`src/rtl/pipe_fetch_stage.sv`:
```
// Instruction-fetch stage: owns the PC, issues one request at a time to a
// variable-latency instruction memory and fills the IF/ID register.
// A two-entry path (IF/ID plus a one-word skid) absorbs a response that
// arrives while decode is stalled; flushes discard any in-flight response.
module pipe_fetch_stage (
  input  logic        iClk,
  input  logic        iRst_n,
  output logic [31:0] oRdInstAddr,
  output logic        oInstReq,
  input  logic        iInstValid,
  input  logic [31:0] iRdInst,
  input  logic        iStall,
  input  logic        iRedirect,
  input  logic [31:0] iRedirectAddr,
  input  logic        _iPCLoad,
  input  logic [31:0] _iPCLoadData,
  output logic [31:0] oIFID_Inst,
  output logic [31:0] oIFID_PCAddFour,
  output logic        oIFID_Valid,
  output logic [31:0] _oPC
);

  localparam logic [31:0] RESET_VECTOR = 32'h004000a8;

  typedef enum logic [1:0] {
    S_REQ  = 2'd0,
    S_WAIT = 2'd1,
    S_DROP = 2'd2,
    S_HOLD = 2'd3
  } state_t;

  state_t      state_reg;
  logic [31:0] pc_reg;
  logic [31:0] req_addr_reg;
  logic [31:0] skid_inst_reg;
  logic [31:0] skid_addr_reg;
  logic [31:0] ifid_inst_reg;
  logic [31:0] ifid_pc4_reg;
  logic        ifid_valid_reg;

  logic        flush;
  logic [31:0] target;
  logic        accept;

  // Debug PC load outranks a pipeline redirect; IF/ID can take a new word
  // whenever decode is not stalled or the register holds only a bubble.
  always_comb begin
    flush  = _iPCLoad | iRedirect;
    target = _iPCLoad ? _iPCLoadData : iRedirectAddr;
    accept = ~iStall | ~ifid_valid_reg;
  end

  // Request strobe is combinational so a flush suppresses it in the same
  // cycle; it is gated by reset so nothing is issued while held in reset.
  always_comb begin
    oInstReq    = iRst_n & (state_reg == S_REQ) & ~flush;
    oRdInstAddr = pc_reg;
  end

  assign oIFID_Inst      = ifid_inst_reg;
  assign oIFID_PCAddFour = ifid_pc4_reg;
  assign oIFID_Valid     = ifid_valid_reg;
  assign _oPC            = pc_reg;

  // Fetch FSM, PC, skid buffer and IF/ID register update.
  always_ff @(posedge iClk or negedge iRst_n) begin
    if (!iRst_n) begin
      state_reg      <= S_REQ;
      pc_reg         <= RESET_VECTOR;
      req_addr_reg   <= 32'h0;
      skid_inst_reg  <= 32'h0;
      skid_addr_reg  <= 32'h0;
      ifid_inst_reg  <= 32'h0;
      ifid_pc4_reg   <= 32'h0;
      ifid_valid_reg <= 1'b0;
    end else if (flush) begin
      // Flush wins over stall: the IF/ID content belongs to the wrong path.
      pc_reg         <= target;
      ifid_inst_reg  <= 32'h0;
      ifid_valid_reg <= 1'b0;
      skid_inst_reg  <= 32'h0;
      skid_addr_reg  <= 32'h0;
      case (state_reg)
        // A request is still in flight unless its response lands now;
        // its data must be swallowed before the new target is fetched.
        S_WAIT, S_DROP: state_reg <= iInstValid ? S_REQ : S_DROP;
        default:        state_reg <= S_REQ;
      endcase
    end else begin
      // Without new data, a stalled IF/ID holds and a free one drains.
      if (!iStall) begin
        ifid_inst_reg  <= 32'h0;
        ifid_valid_reg <= 1'b0;
      end
      case (state_reg)
        S_REQ: begin
          req_addr_reg <= pc_reg;
          pc_reg       <= pc_reg + 32'd4;
          state_reg    <= S_WAIT;
        end
        S_WAIT: begin
          if (iInstValid) begin
            if (accept) begin
              ifid_inst_reg  <= iRdInst;
              ifid_pc4_reg   <= req_addr_reg + 32'd4;
              ifid_valid_reg <= 1'b1;
              state_reg      <= S_REQ;
            end else begin
              skid_inst_reg <= iRdInst;
              skid_addr_reg <= req_addr_reg;
              state_reg     <= S_HOLD;
            end
          end
        end
        S_DROP: begin
          if (iInstValid) begin
            state_reg <= S_REQ;
          end
        end
        S_HOLD: begin
          if (accept) begin
            ifid_inst_reg  <= skid_inst_reg;
            ifid_pc4_reg   <= skid_addr_reg + 32'd4;
            ifid_valid_reg <= 1'b1;
            state_reg      <= S_REQ;
          end
        end
        default: state_reg <= S_REQ;
      endcase
    end
  end

endmodule

```
`config.mk`:
```
export PLATFORM = sky130hd
export DESIGN_NAME = pipe_fetch_stage
export DESIGN_NICKNAME = d
export VERILOG_FILES = /design/src/rtl/pipe_fetch_stage.sv
export SDC_FILE = /design/constraint.sdc
export NUM_CORES = 1
export LEC_CHECK = 0
export CAP_MARGIN = 20
export CORE_MARGIN = 3
export CORE_UTILIZATION = 56
export CTS_CLUSTER_SIZE = 14
export DETAILED_ROUTE_END_ITERATION = 8
export GPL_ROUTABILITY_DRIVEN = 0
export PLACE_DENSITY = 0.84
export SLEW_MARGIN = 10
export SYNTH_ARGS = -nofsm -noshare
export SYNTH_HDL_FRONTEND = slang
export SYNTH_SLANG_ARGS = --single-unit
export TNS_END_PERCENT = 100
```
`constraint.sdc`:
```
create_clock -name iClk -period 7.1 [get_ports iClk]
set_input_delay 1.42 -clock iClk [delete_from_list [all_inputs] [get_ports iClk]]
set_output_delay 1.42 -clock iClk [all_outputs]
set_load 0.05 [all_outputs]
```
==> metrics.md, run 1 <==
| Metric | Value |
|---|---|
| Post-CTS Hold Fix Bufs | 0 |
| Design Area, Final | 13900 µm² |
| Highest routed layer | met4 |
| FMAX | about 0.21 GHz |
| Most common cell after layout, fill and taps aside | nand2_1 |
| Die area | 21600 µm² |
| Largest net degree at the start of global routing | 119 |
| Vias | 10600 |
| Die W | between 100 and 150 µm |
| Yosys cell types | 58 |
| Final hold violations | 0 |
| Core box area | 19100 µm² |
| Layout cells sized above 1 | 7.45% |
| Max Clock Skew | 0.00784 ns |
| Critical path class | in2out |
| Fin crit share | between 60% and 70% |
| Crit path DAT | around 3.2 ns |
| DR WL/cell | ~19 µm |
| Vias in the first global route | roughly 9900 |
| Global-route wire length before repair | about 52000 µm |
| Initial Utilization | 58.2% |
| Slew Limit Fails | 0 |
| Antenna Cells | 0 |
| Ports | 232 |
| Pre-CTS setup slack | 2.40 ns |
| Register area share after synthesis | roughly 44% |
| Synth-to-Final Area Change | 24.9% |
| Met2 Wirelength | 15200 µm |
| Total Routing Usage GR | 29.1% |
| Cells after Synth | 1314 |
| Setup bufs post-CTS | 0 |
| Hold WS | 0.475 ns |
| Mapped Avg Cell Area | 8.45 µm² |
| Routed wl met3 | 2680 µm |
| GR Overflow Total | 0 |
| Synth warn | 0 |
| Max-Cap Viols | 0 |
| Post-synth ARST share | 100% |
| Finished Layout Cells | about 1700 |
| Placed cells | 1692 |
| Maximum vdd ir drop | 0.176 mV |
| Clock Sinks | roughly 200 |
| H-tree depth | 4 |
| DR DRC count | 0 |
| RSZ-0062 raised after global routing | false |
| Resize count post-CTS | 0 |
| Crit path capture type | output pin |
| Detailed placement HPWL | between 20000 and 25000 µm |
| Final ANT Viol Nets | 0 |
| CP Launch Type | input pin |
| Leakage | 5.44 nW |
| Die Span Y | 147 µm |
| Most frequent cells in the layout | 247 x nand2_1, 228 x clkdlybuf4s50_1, 222 x a21oi_1, 191 x dfrtp_1, 80 x o21ai_0 |
| Area after DPL | 13300 µm² |
| Final Power | 3.61 mW |
| Hold Path Class | reg2reg |
| Synthesized cell area | 11100 µm² |
| WL final | 32300 µm |
| Syn Nets | between 1000 and 1500 |
| Relative slew slack | 29.4% |
| Data required time of the worst path | 5.68 ns |
| Final setup TNS | 0 ns |
| Number of I/O port buffers | around 230 |
| Final-stage net count | 1560 |
| DR iter-0 viols | between 1000 and 1500 |
| Final Setup Violations | 0 |
| Final Critical Period | 4.66 ns |
| Cell Rows | 50 |
| Tightest Pin Transition | 1.06 ns |
| Pre-Repair DR Iteration Count | 6 |
| Count of state elements after synthesis | 195 |
| Initial antenna violation count | 0 |
| Top FF cell, synth | dfrtp_1 |
| TritonCTS Buffers | 17 |
| Clock Latency Late Sink | 0.44 ns |
| Clock Tree Buf Depth | 2 |
| Root buffer cell | clkbuf_16 |
| Status | complete, no violations |
| Critical path peak fanout | 38 |
| Vias/cell | 6.13 |
| PwrDens | 261 nW/µm² |
| Routed met1 length | 13500 µm |
| CTS tree | done |
| Reg clk slew, reported paths | about 0.060 ns |
| Core Util, Final | 72.7% |
| Worst setup margin | 2.44 ns |
| Number of enable-type register cells in the synthesized netlist | 0 |
-- layer usage --
layer / vias up / track usage [%]
met3: 66 / 5.00
met1: 5024 / 41.1
met5: - / 0
met4: 0 / 10.1
li1: 4917 / -
met2: 565 / 45.8
-- kinds of logic after synthesis --
group / synth area share [%]
and+or+nand+nor: 21.8
buffers and inverters: 5.99
adders and majority gates: 0.676
AOI/OAI and AO/OA: 18.7
xor gates and xnor gates: 2.05
muxes: 6.78
DFF: 44.0
-- synthesized netlist by cell type (7+ instances only) --
cell	number	share of area (%)
and2_1	12	0.68
and3_1	72	4.1
buf_4	33	2.2
nand2_1	248	8.4
xnor2_1	21	1.7
dfrtp_1	191	43
nor3_1	10	0.45
mux2i_1	28	2.5
buf_1	11	0.37
nand4_1	24	1.4
and4_1	7	0.55
a21oi_1	222	10
nor2_1	24	0.81
nor4_1	7	0.39
mux2_2	42	4.3
inv_1	9	0.30
o31ai_1	16	1.1
o21ai_0	80	3.6
nand3_1	64	2.9
clkbuf_1	85	2.9
nand3b_1	8	0.54
-- power breakdown --
part           internal [mW]  total [mW]  switching, mW
clock network          0.508       0.925          0.417
logic                  0.452        1.23          0.782
registers               1.27        1.46          0.189
total                   2.23        3.61           1.39
-- cell type report --
class / count / area (µm²)
Clock inverter: 9 / 81.3
Sequential cell: 195 / 4880
Inverter: 10 / 37.5
Multi-Input combinational cell: 976 / 5580
Clock buffer: 22 / 474
Tap cell: 260 / 325
Fill cell: 1438 / 5210
Timing Repair Buffer: 252 / 2480
-- critical path, cell delays in order --
cell and delay [ns]:
clkdlybuf4s50_1 0.46, buf_4 0.33, nor2_1 0.10, and3_1 0.22, clkdlybuf4s50_1 0.70
-- worst paths after layout --
check / depth (start not counted) / startpoint / end / slack [ns]
min reg2reg: 2 / oIFID_PCAddFour[26]$_DFFE_PN0P_ / oIFID_PCAddFour[26]$_DFFE_PN0P_ / 0.48
max reg2reg: 7 / state_reg[1]$_DFFE_PN0P_ / oIFID_PCAddFour[25]$_DFFE_PN0P_ / 3.49
min: 2 / oIFID_PCAddFour[26]$_DFFE_PN0P_ / oIFID_PCAddFour[26]$_DFFE_PN0P_ / 0.48
min in group asynchronous: 1 / iRst_n / _oPC[10]$_DFFE_PN0P_ / 1.10
max in group asynchronous: 2 / iRst_n / skid_addr_reg[16]$_DFFE_PN0P_ / 4.42
max: 5 / iRedirect / oInstReq / 2.44
Power figures use the tool's default switching activity.
==> inputs of run 2 (changes only) <==
--- a/config.mk
+++ b/config.mk
@@ -7,11 +7,11 @@
 export LEC_CHECK = 0
 export CAP_MARGIN = 20
 export CORE_MARGIN = 3
-export CORE_UTILIZATION = 56
+export CORE_UTILIZATION = 47
 export CTS_CLUSTER_SIZE = 14
 export DETAILED_ROUTE_END_ITERATION = 8
 export GPL_ROUTABILITY_DRIVEN = 0
-export PLACE_DENSITY = 0.84
+export PLACE_DENSITY = 0.75
 export SLEW_MARGIN = 10
 export SYNTH_ARGS = -nofsm -noshare
 export SYNTH_HDL_FRONTEND = slang
==> constraint.sdc (replaced) <==
create_clock -name iClk -period 4.2 [get_ports iClk]
set_input_delay 0.84 -clock iClk [delete_from_list [all_inputs] [get_ports iClk]]
set_output_delay 0.84 -clock iClk [all_outputs]
set_load 0.05 [all_outputs]
==> metrics.md, run 2 (synthesized netlist as in run 1, its figures left out) <==
| Metric | Value |
|---|---|
| Cell Rows | 55 (+10%) |
| CTS tree | done |
| Finished Layout Cells | 1782 (+3.4%) |
| Most common cell after layout, fill and taps aside | nand2_1 |
| Vias/cell | 5.85 (-4.6%) |
| Vias | 10400 (-1.4%) |
| Global-route wire length before repair | 53500 µm (+3.7%) |
| GRT met2 Usage | 40.2% (-5.6 points) |
| Slew Limit Fails | 0 (unchanged) |
| Clock network power share | 28.0% (+2.4 points) |
| Relative slew slack | 34.9% (+5.5 points) |
| H-tree depth | 4 (unchanged) |
| Antenna Cells | 0 (unchanged) |
| Critical path class | reg2reg |
| Worst R2R End | oIFID_PCAddFour[31]$_DFFE_PN0P_ |
| Slowest Stage Delay on Critical Path | 0.61 ns (-0.09 ns) |
| Final Setup Violations | 0 (unchanged) |
| Net switching power | 2.36 mW (+70%) |
| Clock Latency Late Sink | 0.43 ns (about the same) |
| Delay-heaviest family, CP | compound AO/OA/AOI/OAI gates |
| Grt peak-use layer | met2 |
| Total Routing Usage GR | 25.5% (-3.6 points) |
| Core Util, Final | 61.4% (-11 points) |
| Pre-Repair DR Iteration Count | 8 (+2) |
| Maximum vdd ir drop | 0.266 mV (+51%) |
| Final-stage net count | 1564 (+0.26%) |
| Power Internal | 3.96 mW (+78%) |
| Largest net degree at the start of global routing | 73 (-39%) |
| Resize count post-CTS | 0 (unchanged) |
| Die area | 25500 µm² (+18%) |
| Root buffer cell | clkbuf_16 |
| Vias in the first global route | 10000 (+0.77%) |
| Combinational share of power | 32.9% (-1.2 points) |
| Reg2Reg Setup Slack | 1.12 ns (-2.37 ns) |
| Number of I/O port buffers | 231 (unchanged) |
| Initial Utilization | 48.5% (-9.7 points) |
| Met3 GRT Util | 4.38% (-0.61 points) |
| Post-CTS Hold Fix Bufs | 0 (unchanged) |
| Core box area | 22900 µm² (+20%) |
| Met1 usage | 35.8% (-5.2 points) |
| CP cell instances | ha_2, buf_4, nand4_1, a22oi_1, nand3_1, o31a_1, o31ai_1 |
| Die W | 160 µm (+8.8%) |
| Hold Path Class | in2async |
| Leakage | 5.52 nW (+1.4%) |
| RSZ-0062 raised after global routing | false |
| DR WL/cell | 18.6 µm (-0.79%) |
| Worst path bufs/invs | 1 (-2) |
| Die Span Y | 160 µm (+8.8%) |
| Number of fill cells | 1997 (+39%) |
| Final Critical Period | 3.08 ns |
| Final setup TNS | 0 ns (unchanged) |
| Layout cells sized above 1 | 7.83% (+0.38 points) |
| DR iter-0 viols | 1105 (-11%) |
| CP Launch Type | flip-flop |
| Crit-path slowest cell | ha_2 |
| Sequential Power Share | 39.1% (-1.2 points) |
| DR DRC count | 0 (unchanged) |
| Max-Cap Viols | 0 (unchanged) |
| Clock Tree Buf Depth | 2 (unchanged) |
| Detailed placement HPWL | 22100 µm (+5.4%) |
| Most frequent cells in the layout | 247 x nand2_1, 227 x clkdlybuf4s50_1, 222 x a21oi_1, 191 x dfrtp_1, 80 x o21ai_0 |
| FMAX | 0.325 GHz |
| Synth-to-Final Area Change | 26.8% |
| Critical path peak fanout | 43 (+13%) |
| R2R depth | 7 (unchanged) |
| Placed cells | 1750 (+3.4%) |
| Max Clock Skew | 0.0104 ns (+0.00258 ns) |
| Fin crit share | between 70% and 80% |
| Worst setup margin | 1.12 ns (-1.32 ns) |
| Clock Sinks | 195 (unchanged) |
| Crit path DAT | 3.40 ns (+0.16 ns) |
| Hold WS | 0.364 ns (-0.111 ns) |
| Tightest Pin Transition | 0.968 ns (-0.0894 ns) |
| GR Overflow Total | 0 (unchanged) |
| Reg clk slew, reported paths | 0.07 ns (about the same) |
| Final hold violations | 0 (unchanged) |
| Final ANT Viol Nets | 0 (unchanged) |
| Crit path capture type | flip-flop |
| Initial antenna violation count | 0 (unchanged) |
| WL final | 33100 µm (+2.5%) |
| PwrDens | 449 nW/µm² (+72%) |
| Worst r2r src | state_reg[1]$_DFFE_PN0P_ |
| Setup bufs post-CTS | 0 (unchanged) |
| Ports | 232 (unchanged) |
| Status | complete, no violations |
| Pre-CTS setup slack | 1.07 ns (-1.34 ns) |
| Data required time of the worst path | 4.52 ns (-1.16 ns) |
| TritonCTS Buffers | 17 (unchanged) |
| Net Sw Frac | 37.3% (-1.1 points) |
run 2: cell count changes in the layout (fill, tap and decap cells not counted):
cell,change
buf_12,+4
clkinv_2,-4
bufinv_16,+3
clkinv_4,+3
buf_4,+2
clkinvlp_4,-2
buf_16,-1
clkdlybuf4s50_1,-1
inv_6,+1
run 2: layout make-up:
type                            instances  area [µm²]  area share, %
Clock inverter                         10         171           1.22
Sequential cell                       195        4880           34.7
Multi-Input combinational cell        976        5580           39.6
Clock buffer                           22         474           3.37
Tap cell                              313         392           2.78
Timing Repair Buffer                  256        2540           18.0
Inverter                               10        37.5          0.267
run 2: routing by layer:
| layer | vias up | part of all wire [%] |
|---|---|---|
| li1 | 4921 | - |
| met1 | 4992 | 44 |
| met2 | 455 | 47 |
| met3 | 61 | 7.2 |
| met4 | 0 | 2.3 |
| met5 | - | 0 |
run 2: worst max path at each step:
stage | startpoint | endpoint | slack (ns) | cells after the start
4_1_cts | state_reg[1]$_DFFE_PN0P_ | oIFID_PCAddFour[31]$_DFFE_PN0P_ | 1.13 | 7
6_report | state_reg[1]$_DFFE_PN0P_ | oIFID_PCAddFour[31]$_DFFE_PN0P_ | 1.12 | 7
3_5_place_dp | iRedirect | _oPC[25]$_DFFE_PN0P_ | 1.07 | 7
3_3_place_gp | iRedirect | _oPC[25]$_DFFE_PN0P_ | 1.12 | 7
5_1_grt | state_reg[1]$_DFFE_PN0P_ | oIFID_PCAddFour[31]$_DFFE_PN0P_ | 0.76 | 7
2_1_floorplan | state_reg[1]$_DFFE_PN0P_ | oIFID_PCAddFour[26]$_DFFE_PN0P_ | 0.72 | 12
run 2: power by group through the flow:
stage / sequential [mW] / clock, mW / combinational, mW
2_1_floorplan: 2.97 / 0 / 0.825
3_3_place_gp: 2.48 / 0 / 2.06
3_5_place_dp: 2.50 / 0 / 2.08
4_1_cts: 2.47 / 1.79 / 2.09
5_1_grt: 2.51 / 1.86 / 2.21
6_report: 2.47 / 1.77 / 2.08
run 2: metrics by stage:
stage,total power [mW],cell area (µm²)
floorplan,3.79,11100
finish,6.32,14100
CTS,6.35,14100
global placement,4.54,13400
detailed placement,4.58,13400
global route,6.58,14100
==> inputs of run 3 (changes only) <==
==> constraint.sdc (replaced) <==
create_clock -name iClk -period 2.8 [get_ports iClk]
set_input_delay 0.56 -clock iClk [delete_from_list [all_inputs] [get_ports iClk]]
set_output_delay 0.56 -clock iClk [all_outputs]
set_load 0.05 [all_outputs]
==> metrics.md, run 3 (synthesized netlist as in run 1, its figures left out) <==
| Metric | Value |
|---|---|
| Maximum vdd ir drop | 0.397 mV (+49%) |
| Critical path class | reg2out |
| Ports | 232 (unchanged) |
| Max Clock Skew | 0.0101 ns (-0.000318 ns) |
| Most frequent cells in the layout | 247 x nand2_1, 226 x clkdlybuf4s50_1, 222 x a21oi_1, 191 x dfrtp_1, 80 x o21ai_0 |
| Slew Limit Fails | 0 (unchanged) |
| Pre-Repair DR Iteration Count | 5 (-3) |
| Number of I/O port buffers | 231 (unchanged) |
| Synth-to-Final Area Change | 27.9% |
| Cell Rows | 55 (unchanged) |
| RSZ-0062 raised after global routing | false |
| Final setup TNS | 0 ns (unchanged) |
| Number of fill cells | 1993 (-0.20%) |
| Worst r2r src | state_reg[1]$_DFFE_PN0P_ |
| Delay-heaviest family, CP | buffers and inverters |
| DR DRC count | 0 (unchanged) |
| Tightest Pin Transition | 0.781 ns (-0.187 ns) |
| DR iter-0 viols | 1055 (-4.5%) |
| Final Power | 9.31 mW (+47%) |
| Final Setup Violations | 0 (unchanged) |
| Layout cells sized above 1 | 8.96% (+1.1 points) |
| Reg clk slew, reported paths | 0.07 ns (about the same) |
| Vias in the first global route | 9877 (-1.4%) |
| Pre-CTS setup slack | 0.215 ns (-0.851 ns) |
| Die Span Y | 160 µm (unchanged) |
| Global-route wire length before repair | 53100 µm (-0.70%) |
| TritonCTS Buffers | 17 (unchanged) |
| Multi-input logic area | 5620 µm² (+0.63%) |
| Total Routing Usage GR | 25.3% (-0.20 points) |
| H-tree depth | 4 (unchanged) |
| R2R depth | 8 (+1) |
| Worst R2R End | oIFID_PCAddFour[31]$_DFFE_PN0P_ |
| Status | complete, no violations |
| Vias/cell | 5.86 (+0.18%) |
| Crit path DAT | 1.95 ns (-1.45 ns) |
| Launch point of the worst hold path | oIFID_PCAddFour[17]$_DFFE_PN0P_ |
| FMAX | 0.399 GHz |
| Most common cell after layout, fill and taps aside | nand2_1 |
| Final-stage net count | 1581 (+1.1%) |
| CP cell instances | clkdlybuf4s50_1 |
| Final Critical Period | approximately 2.5 ns |
| WL final | 33200 µm (+0.39%) |
| CP Launch Type | flip-flop |
| Vias | 10500 (+1.1%) |
| Detailed placement HPWL | 22700 µm (+2.8%) |
| Worst setup margin | 0.293 ns (-0.832 ns) |
| Crit path capture type | output pin |
| Clock Sinks | 195 (unchanged) |
| Setup bufs post-CTS | 0 (unchanged) |
| Data required time of the worst path | 2.24 ns (-2.28 ns) |
| Worst Setup SP | _oPC[22]$_DFFE_PN1P_ |
| Hold Path Stages | 2 |
| Leakage | 5.57 nW (+1.0%) |
| Relative slew slack | 47.9% (+13 points) |
| Worst path bufs/invs | 1 (unchanged) |
| Initial antenna violation count | 1 (+1) |
| GR Overflow Total | 0 (unchanged) |
| Max-Cap Viols | 0 (unchanged) |
| Clock Tree Buf Depth | 2 (unchanged) |
| Core box area | 22900 µm² (unchanged) |
| Clock Latency Late Sink | 0.43 ns (about the same) |
| Design Area, Final | 14200 µm² (+0.86%) |
| Largest net degree at the start of global routing | 116 (+59%) |
| Final hold violations | 0 (unchanged) |
| Reg2Reg Setup Slack | 0.30 ns (-0.82 ns) |
| Slowest Stage Delay on Critical Path | 0.88 ns (+0.27 ns) |
| DR WL/cell | 18.5 µm (-0.56%) |
| Crit-path slowest cell | clkdlybuf4s50_1 |
| Critical path peak fanout | 6 (-86%) |
| Final ANT Viol Nets | 0 (unchanged) |
| Hold Path Class | reg2reg |
| Die W | 160 µm (unchanged) |
| Fin crit share | 89.5% |
| Root buffer cell | clkbuf_16 |
| Initial Utilization | 48.5% (unchanged) |
| Storage cell area | 4880 µm² (unchanged) |
| Worst Hold End | oIFID_PCAddFour[17]$_DFFE_PN0P_ |
| CTS tree | done |
| Area after DPL | 13600 µm² (+1.2%) |
| Die area | 25500 µm² (unchanged) |
| PwrDens | 655 nW/µm² (+46%) |
-- run 3: metal layers --
metal | routed length, µm | vias up | part of all wire [%] | GRT usage (%)
met5 | 0 | - | 0 | 0
met4 | 662 | 0 | 2.0 | 7.08
met3 | 2200 | 48 | 6.6 | 4.44
met2 | 15500 | 432 | 47 | 39.6
met1 | 14800 | 5110 | 45 | 36.2
li1 | - | 4957 | - | -
-- run 3: worst max-delay path by stage --
stage,to,slack (ns),cells after the start
after global routing,oIFID_PCAddFour[31]$_DFFE_PN0P_,0.06,8
after global placement,_oPC[21]$_DFFE_PN0P_,0.26,6
final,oRdInstAddr[22],0.29,1
after floorplan,oIFID_PCAddFour[26]$_DFFE_PN0P_,0.02,12
after CTS,oIFID_PCAddFour[31]$_DFFE_PN0P_,0.20,8
after detailed placement,_oPC[21]$_DFFE_PN0P_,0.21,6
-- run 3: what timing repair did --
action / in CTS / in global routing
endpoints found under the setup margin: 0 / 2
resized for setup: 0 / 1
endpoints found under the hold margin: 2 / 0
hold buffers: 1 / 0
-- run 3: area by class of cell --
class	instances	share of cell area [%]
diodes	1	0.0176
clock buffers	20	3.15
clock inverters	11	0.916
inverters	10	0.264
multi-input cells	976	39.5
flip-flops and latches	195	34.4
well taps	313	2.76
repair buffers	273	19.0
-- run 3: where the power goes --
| part | leakage [nW] | internal, mW | switching (mW) | total (mW) |
|---|---|---|---|---|
| combinational | 2.72 | 1.19 | 1.99 | 3.18 |
| clock | 0.269 | 1.34 | 1.09 | 2.43 |
| sequential | 2.59 | 3.21 | 0.489 | 3.70 |
| total | 5.57 | 5.74 | 3.57 | 9.31 |
-- run 3: stage by stage --
step,utilization [%],hold WS (ns),std cells
finish,62.0,0.476,1799
global placement,59.4,0.396,1766
global route,62.0,0.509,1799
detailed placement,59.4,0.396,1766
CTS,61.9,0.485,1798
floorplan,-,0.264,1314
-- run 3: worst min-delay path, cell delays in order, from the launching register on --
cell,delay (ns)
dfrtp_1,0.34
nand2_1,0.05
o21ai_0,0.06
